[config.mk]
export PLATFORM = sky130hd
export DESIGN_NAME = mem_arbiter
export DESIGN_NICKNAME = d
export VERILOG_FILES = /design/src/rtl/mem_arb_pkg.sv /design/src/rtl/rr_pick2.sv /design/src/rtl/mem_arbiter.sv
export SDC_FILE = /design/constraint.sdc
export NUM_CORES = 1
export LEC_CHECK = 0
export ABC_AREA = 1
export CORE_AREA = 4 4 338 340
export DETAILED_ROUTE_END_ITERATION = 10
export DIE_AREA = 0 0 342 344
export GPL_TIMING_DRIVEN = 0
export PLACE_DENSITY_LB_ADDON = 0.25
export SYNTH_ARGS = -nofsm -noshare
export SYNTH_HDL_FRONTEND = slang
export SYNTH_HIERARCHICAL = 1
export SYNTH_SLANG_ARGS = --single-unit
[constraint.sdc]
create_clock -name clk -period 5.7 [get_ports clk]
set_input_delay 0.855 -clock clk [delete_from_list [all_inputs] [get_ports clk]]
set_output_delay 0.855 -clock clk [all_outputs]
set_load 0.01 [all_outputs]
[src/rtl/mem_arb_pkg.sv]
// Shared types and constants for the I/D cache to main-memory arbiter.
// Port ids double as the round-robin history bit.
package mem_arb_pkg;

  localparam int ADDR_W_DEF = 32;
  localparam int LINE_W_DEF = 128;

  localparam logic PORT_I = 1'b0;
  localparam logic PORT_D = 1'b1;

  typedef enum logic [1:0] {
    ARB_IDLE  = 2'd0,
    ARB_GNT_I = 2'd1,
    ARB_GNT_D = 2'd2
  } arb_state_t;

endpackage

[src/rtl/rr_pick2.sv]
// Two-way round-robin pick: on contention the port that did not
// win last time is chosen.
module rr_pick2
  import mem_arb_pkg::*;
(
  input  logic [1:0] req,
  input  logic       last,
  output logic       gnt_valid,
  output logic       gnt_id
);

  always_comb begin
    gnt_valid = |req;
    gnt_id    = PORT_I;
    case (req)
      2'b11:   gnt_id = ~last;
      2'b10:   gnt_id = PORT_D;
      default: gnt_id = PORT_I;
    endcase
  end

endmodule

[src/rtl/mem_arbiter.sv]
// Shares the single main-memory line port between icache and dcache,
// one registered transaction at a time with round-robin arbitration.
module mem_arbiter
  import mem_arb_pkg::*;
#(
  parameter int ADDR_WIDTH = ADDR_W_DEF,
  parameter int LINE_WIDTH = LINE_W_DEF
) (
  input  logic                  clk,
  input  logic                  rst,
  input  logic                  i_req,
  input  logic                  i_we,
  input  logic [ADDR_WIDTH-1:0] i_addr,
  input  logic [LINE_WIDTH-1:0] i_wdata,
  output logic [LINE_WIDTH-1:0] i_rdata,
  output logic                  i_ready,
  input  logic                  d_req,
  input  logic                  d_we,
  input  logic [ADDR_WIDTH-1:0] d_addr,
  input  logic [LINE_WIDTH-1:0] d_wdata,
  output logic [LINE_WIDTH-1:0] d_rdata,
  output logic                  d_ready,
  output logic                  m_req,
  output logic                  m_we,
  output logic [ADDR_WIDTH-1:0] m_addr,
  output logic [LINE_WIDTH-1:0] m_wdata,
  input  logic [LINE_WIDTH-1:0] m_rdata,
  input  logic                  m_ready
);

  arb_state_t state;
  logic       last_grant;
  logic       gnt_valid;
  logic       gnt_id;

  rr_pick2 u_pick (
    .req       ({d_req, i_req}),
    .last      (last_grant),
    .gnt_valid (gnt_valid),
    .gnt_id    (gnt_id)
  );

  always_ff @(posedge clk or posedge rst) begin
    if (rst) begin
      state      <= ARB_IDLE;
      last_grant <= PORT_I;
      m_req      <= 1'b0;
      m_we       <= 1'b0;
      m_addr     <= '0;
      m_wdata    <= '0;
    end else begin
      case (state)
        ARB_IDLE: begin
          if (gnt_valid) begin
            state      <= (gnt_id == PORT_D) ? ARB_GNT_D : ARB_GNT_I;
            last_grant <= gnt_id;
            m_req      <= 1'b1;
            m_we       <= (gnt_id == PORT_D) ? d_we : i_we;
            m_addr     <= (gnt_id == PORT_D) ? d_addr : i_addr;
            m_wdata    <= (gnt_id == PORT_D) ? d_wdata : i_wdata;
          end
        end
        ARB_GNT_I, ARB_GNT_D: begin
          if (m_ready) begin
            state <= ARB_IDLE;
            m_req <= 1'b0;
          end
        end
        default: state <= ARB_IDLE;
      endcase
    end
  end

  // Ready is steered combinationally so completion lands in the m_ready cycle.
  assign i_ready = (state == ARB_GNT_I) && m_ready;
  assign d_ready = (state == ARB_GNT_D) && m_ready;
  assign i_rdata = m_rdata;
  assign d_rdata = m_rdata;

endmodule

# == After elaboration in Yosys (flattened, before gate mapping) ==
# Cells that the tools add are included.
# totals
input_bits,455
elab_cells,33
out_inout_bits,420
regBits,165
# op_classes
n_eq_ne,6
n_bitwise,1
muxes,11
n_reduce_logical,9
# ops
cell,count
128-bit 2-to-1 mux,1
32-bit 2-to-1 mux,1
"2-bit == test, second input constant",3
2-bit 2-to-1 mux,3
"2-bit != test, second input constant",2
1-bit one-hot mux with 2 select lines,2
2-bit one-hot mux with 2 select lines,1
2-bit AND reduction,2
2-bit OR reduction,2
1-bit 2-to-1 mux,3
3-bit AND reduction,1
"2-bit by 1-bit == test with 1-bit output, second input constant",1
1-bit logical AND,2
2-bit logical NOT,1
2-bit nonzero test,1
1-bit NOT,1

# == Depth between registers and ports, before layout ==
# logic_depth
depth_word,5
mapped_depth,10
mapped_depth_nobuf,6

# == Hierarchy ==
# Netlist, hierarchy kept.
# by_module_without_submodules
module,cells_each,instances,area_per_inst_um2,seq_area_each_um2
mem_arbiter,1493,1,10507.6,4129.0
rr_pick2,3,1,15.0,0.0

# == Least setup slack after synthesis ==
# No wires, ideal clock.
# synth_path
path_kind,input port to flip-flop
from,input i_req
to,register m_wdata[57]
arrival_time_ns,1.777
cell_stages,7
setup_time_ns,0.117
setup_slack_ns,3.807
required_time_ns,5.583
path_buffers,2
path_cell_list,or2_1 > nand2_4 > clkinv_2 > buf_4 > buf_2 > nand2_1 > nand2_1
# synth_via
elab_chain_len,3
word_cells_on_any_way,6
# synth_rtl
item,line,rtl
"start, declared",mem_arbiter.sv:11,"input logic i_req,"
2-bit == test,rr_pick2.sv:15,case (req)
1-bit one-hot mux with 2 select lines,rr_pick2.sv:15,
128-bit 2-to-1 mux,mem_arbiter.sv:60,m_wdata <= (gnt_id == PORT_D) ? d_wdata : i_wdata;
"end signal, assigned",mem_arbiter.sv:60,
"end, declared",mem_arbiter.sv:26,"output logic [LINE_WIDTH-1:0] m_wdata,"
# Several ways; a longest one is shown, not always the timed one.
# A chain may end at the register's enable or synchronous reset.

# == Worst setup path in the final report ==
# layout_path
from,input m_ready
to,output d_ready
# layout_via
elab_chain_len,1
# layout_rtl
item,line,rtl
"start, declared",mem_arbiter.sv:28,input logic m_ready
1-bit logical AND,mem_arbiter.sv:76,assign d_ready = (state == ARB_GNT_D) && m_ready;
"end, declared",mem_arbiter.sv:22,"output logic d_ready,"
# No other way between the ends.

==> impl_metrics.yaml <==
power:
  p_clk_share_pct: 16.2
  combPwrFrac_pct: 56.0
  design_power_total_mw: 7.423
  p_leak_nw: 9.634
  intPower_mw: 4.219
  p_sw_mw: 3.204
  ir_drop_uv: 172.3
  seqPwrFrac_pct: 27.8
  power_density_nw_per_um2: 362.6
  swShare_pct: 43.16
sta:
  fin_crit_ns: 2.892
  slew_viol_final: 0
  fmax_ghz: 0.3458
  setup_ws_ns: 2.808
  fin_crit_sh_pct: 50.73
  rsz0062_at_grt: "no"
  worst_slew_pin_slew_ns: 0.9474
  hold_viol_final: 0
  setup_viol_count_final: 0
  finClkSkew_ns: 0.01342
  relSlewSlack_pct: 36.84
clocking:
  clkTransAtPathRegs_ns: 0.07
  cts_num_sinks: 165
  cts-htree-levels: 4
  clk_path_buf_depth: 2
  clk-insertion-delay-late_ns: 0.50
  cts_root_buffer: "clkbuf_16"
  cts_hold_buffers: 0
  post_cts_buffers: 0
  cts_buffers: 17
  ctsResizeCount: 0
  cts_tree: "built"
placed_design:
  dpl_cell_area_um2: 19900
  portBuffers: 746
  dp_hpwl_um: 52940
  gp_congestion: 0.7793
  post-place-ws_ns: 2.190
yosys:
  ys_ff_latch: 165
  synth_top_cells_by_count: "659 x nand2_1, 258 x buf_4, 172 x inv_1, 165 x dfrtp_1, 137 x o21ai_1"
  synth_most_common_cell: "nand2_1"
  synthTopCellsByArea: "dfrtp_1 39%, nand2_1 24%, buf_4 18%"
  synthesis.area_um2: 10520
  ys_types: 19
  synth-main-ff-cell: "dfrtp_1"
  postSynthCellCount: 1496
  synthArstFlopShare_pct: 100.0
  yosys_warnings: 6
  syn-num-nets: 1955
  synth_top_area_share_pct: 39.24
  synth_edf_count: 0
  avgSynthCellArea_um2: 7.034
  synth_top_area_cell: "dfrtp_1"
  synth_seq_area_share_pct: 39.24
layout:
  syn2layout_area_growth_pct: 94.55
  nNetsFinal: 2721
  drive_above_1_share_pct: 14.59
  num-fill-cells: 12710
  postLayoutCellArea_um2: 20470
hold_path:
  hp-class: "register to register"
global_routing:
  gr-total-overflow: 0
  grt_pass1_wl_um: 85480
  grt_use_total_pct: 10.21
  antenna_found_initial: 4
  grt_max_degree: 89
  grt_pass1_vias: 11740
drt:
  drtIter0Drc: 462
  avgViaCountPerCell: 2.994
  routed_wl_um: 63140
  wl_per_cell_um: 16.72
  num_vias: 11310
  drc: 0
  first_pass_iters: 5
  route.antenna.remaining_nets: 0
critical_path:
  critPathMaxFanout: 4
  path_class: "input pin to output pin"
  required_ns: 4.85
  end_kind: "output pin"
  cp.arrival_ns: 2.04
  critPathLaunchType: "input pin"
job:
  maxCapViolCount: 0
floorplan:
  die-area_um2: 117600
  core-area_um2: 111600
  io_pins: 875
  die_w_um: 342
  row_count: 123
  initial_core_util_pct: 9.431
  die_h_um: 344
run_status:
  status: "finished, final reports clean"
-- final timing paths --
check,start,end,slack (ns),cells past startpoint
setup / recovery,m_ready,d_ready,2.81,4
hold / removal,m_wdata[30],m_wdata[30],0.48,2
setup reg to reg,state[1],m_wdata[54],3.30,7
hold reg to reg,m_wdata[30],m_wdata[30],0.48,2
max in group asynchronous,rst,m_wdata[44],3.90,3
min in group asynchronous,rst,m_addr[1],0.80,2
-- cell families after synthesis --
family,after synthesis,synth area share [%]
simple gates,664,23.80
flops,165,39.24
fa+ha+maj,4,0.4756
compound gates,164,7.800
buf+inv,499,28.68
-- per-stage QoR --
| step | setup TNS (ns) | utilization (%) | hold slack [ns] | instances |
|---|---|---|---|---|
| 2_1_floorplan | 0 | - | 0.4491 | 1496 |
| 3_3_place_gp | -532.99 | 17.81 | 0.4623 | 3742 |
| 3_5_place_dp | 0 | 17.84 | 0.4639 | 3743 |
| 4_1_cts | 0 | 18.35 | 0.4830 | 3775 |
| 5_1_grt | 0 | 18.35 | 0.4933 | 3775 |
| 6_report | 0 | 18.35 | 0.4769 | 3776 |
-- layer usage --
metal	global-route usage, %	share of wire (%)
met3	3.360	8.4
met5	0	0
met1	12.61	42
met2	17.15	48
met4	2.574	1.1
-- power groups by stage --
stage	registers [mW]	clock network, mW	logic, mW
after CTS	2.07	1.29	4.34
after detailed placement	2.07	0	4.33
final	2.06	1.21	4.15
after floorplan	2.29	0	1.47
after global routing	2.14	1.32	4.59
after global placement	2.07	0	4.35
-- layout by cell type (no fill, tap or decap) --
cell type	netlist	routed
clkbuf_16	0	17
nand3_1	2	2
clkinv_2	1	2
inv_8	0	3
inv_1	172	171
buf_1	5	5
inv_6	0	3
buf_12	1	1
diode_2	0	1
buf_4	258	258
clkinv_4	0	7
o21ai_1	137	137
clkbuf_2	2	2
ha_1	4	4
clkdlybuf4s50_1	0	746
buf_16	0	1
o21ai_0	24	24
clkbuf_8	0	2
nor2_1	1	1
nand2_4	1	1
buf_2	17	17
a21oi_1	3	3
clkbuf_1	25	25
buf_6	18	18
or2_1	1	1
nand2_1	659	659
dfrtp_1	165	165
-- worst max-delay path, stage by stage --
cell and delay [ns]:
clkdlybuf4s50_1 0.53, nand2_1 0.07, inv_1 0.05, clkdlybuf4s50_1 0.53
-- layout make-up --
cell class,instances,area (um2),area share (%)
Antenna cell,1,2.502,0.01222
Buffer,326,2367,11.56
Clock buffer,19,452.9,2.212
Clock inverter,13,115.1,0.5623
Inverter,173,658.1,3.215
Multi-Input combinational cell,832,3376,16.49
Sequential cell,165,4129,20.17
Tap cell,1500,1877,9.168
Timing Repair Buffer,747,7495,36.61
-- state kept, by name, summed over array words and instances (netlist names) --
name and count:
m_wdata 128, m_req 1, m_we 1, m_addr 32, state 2, last_grant 1
No activity file was read; power rests on OpenSTA's default activity.
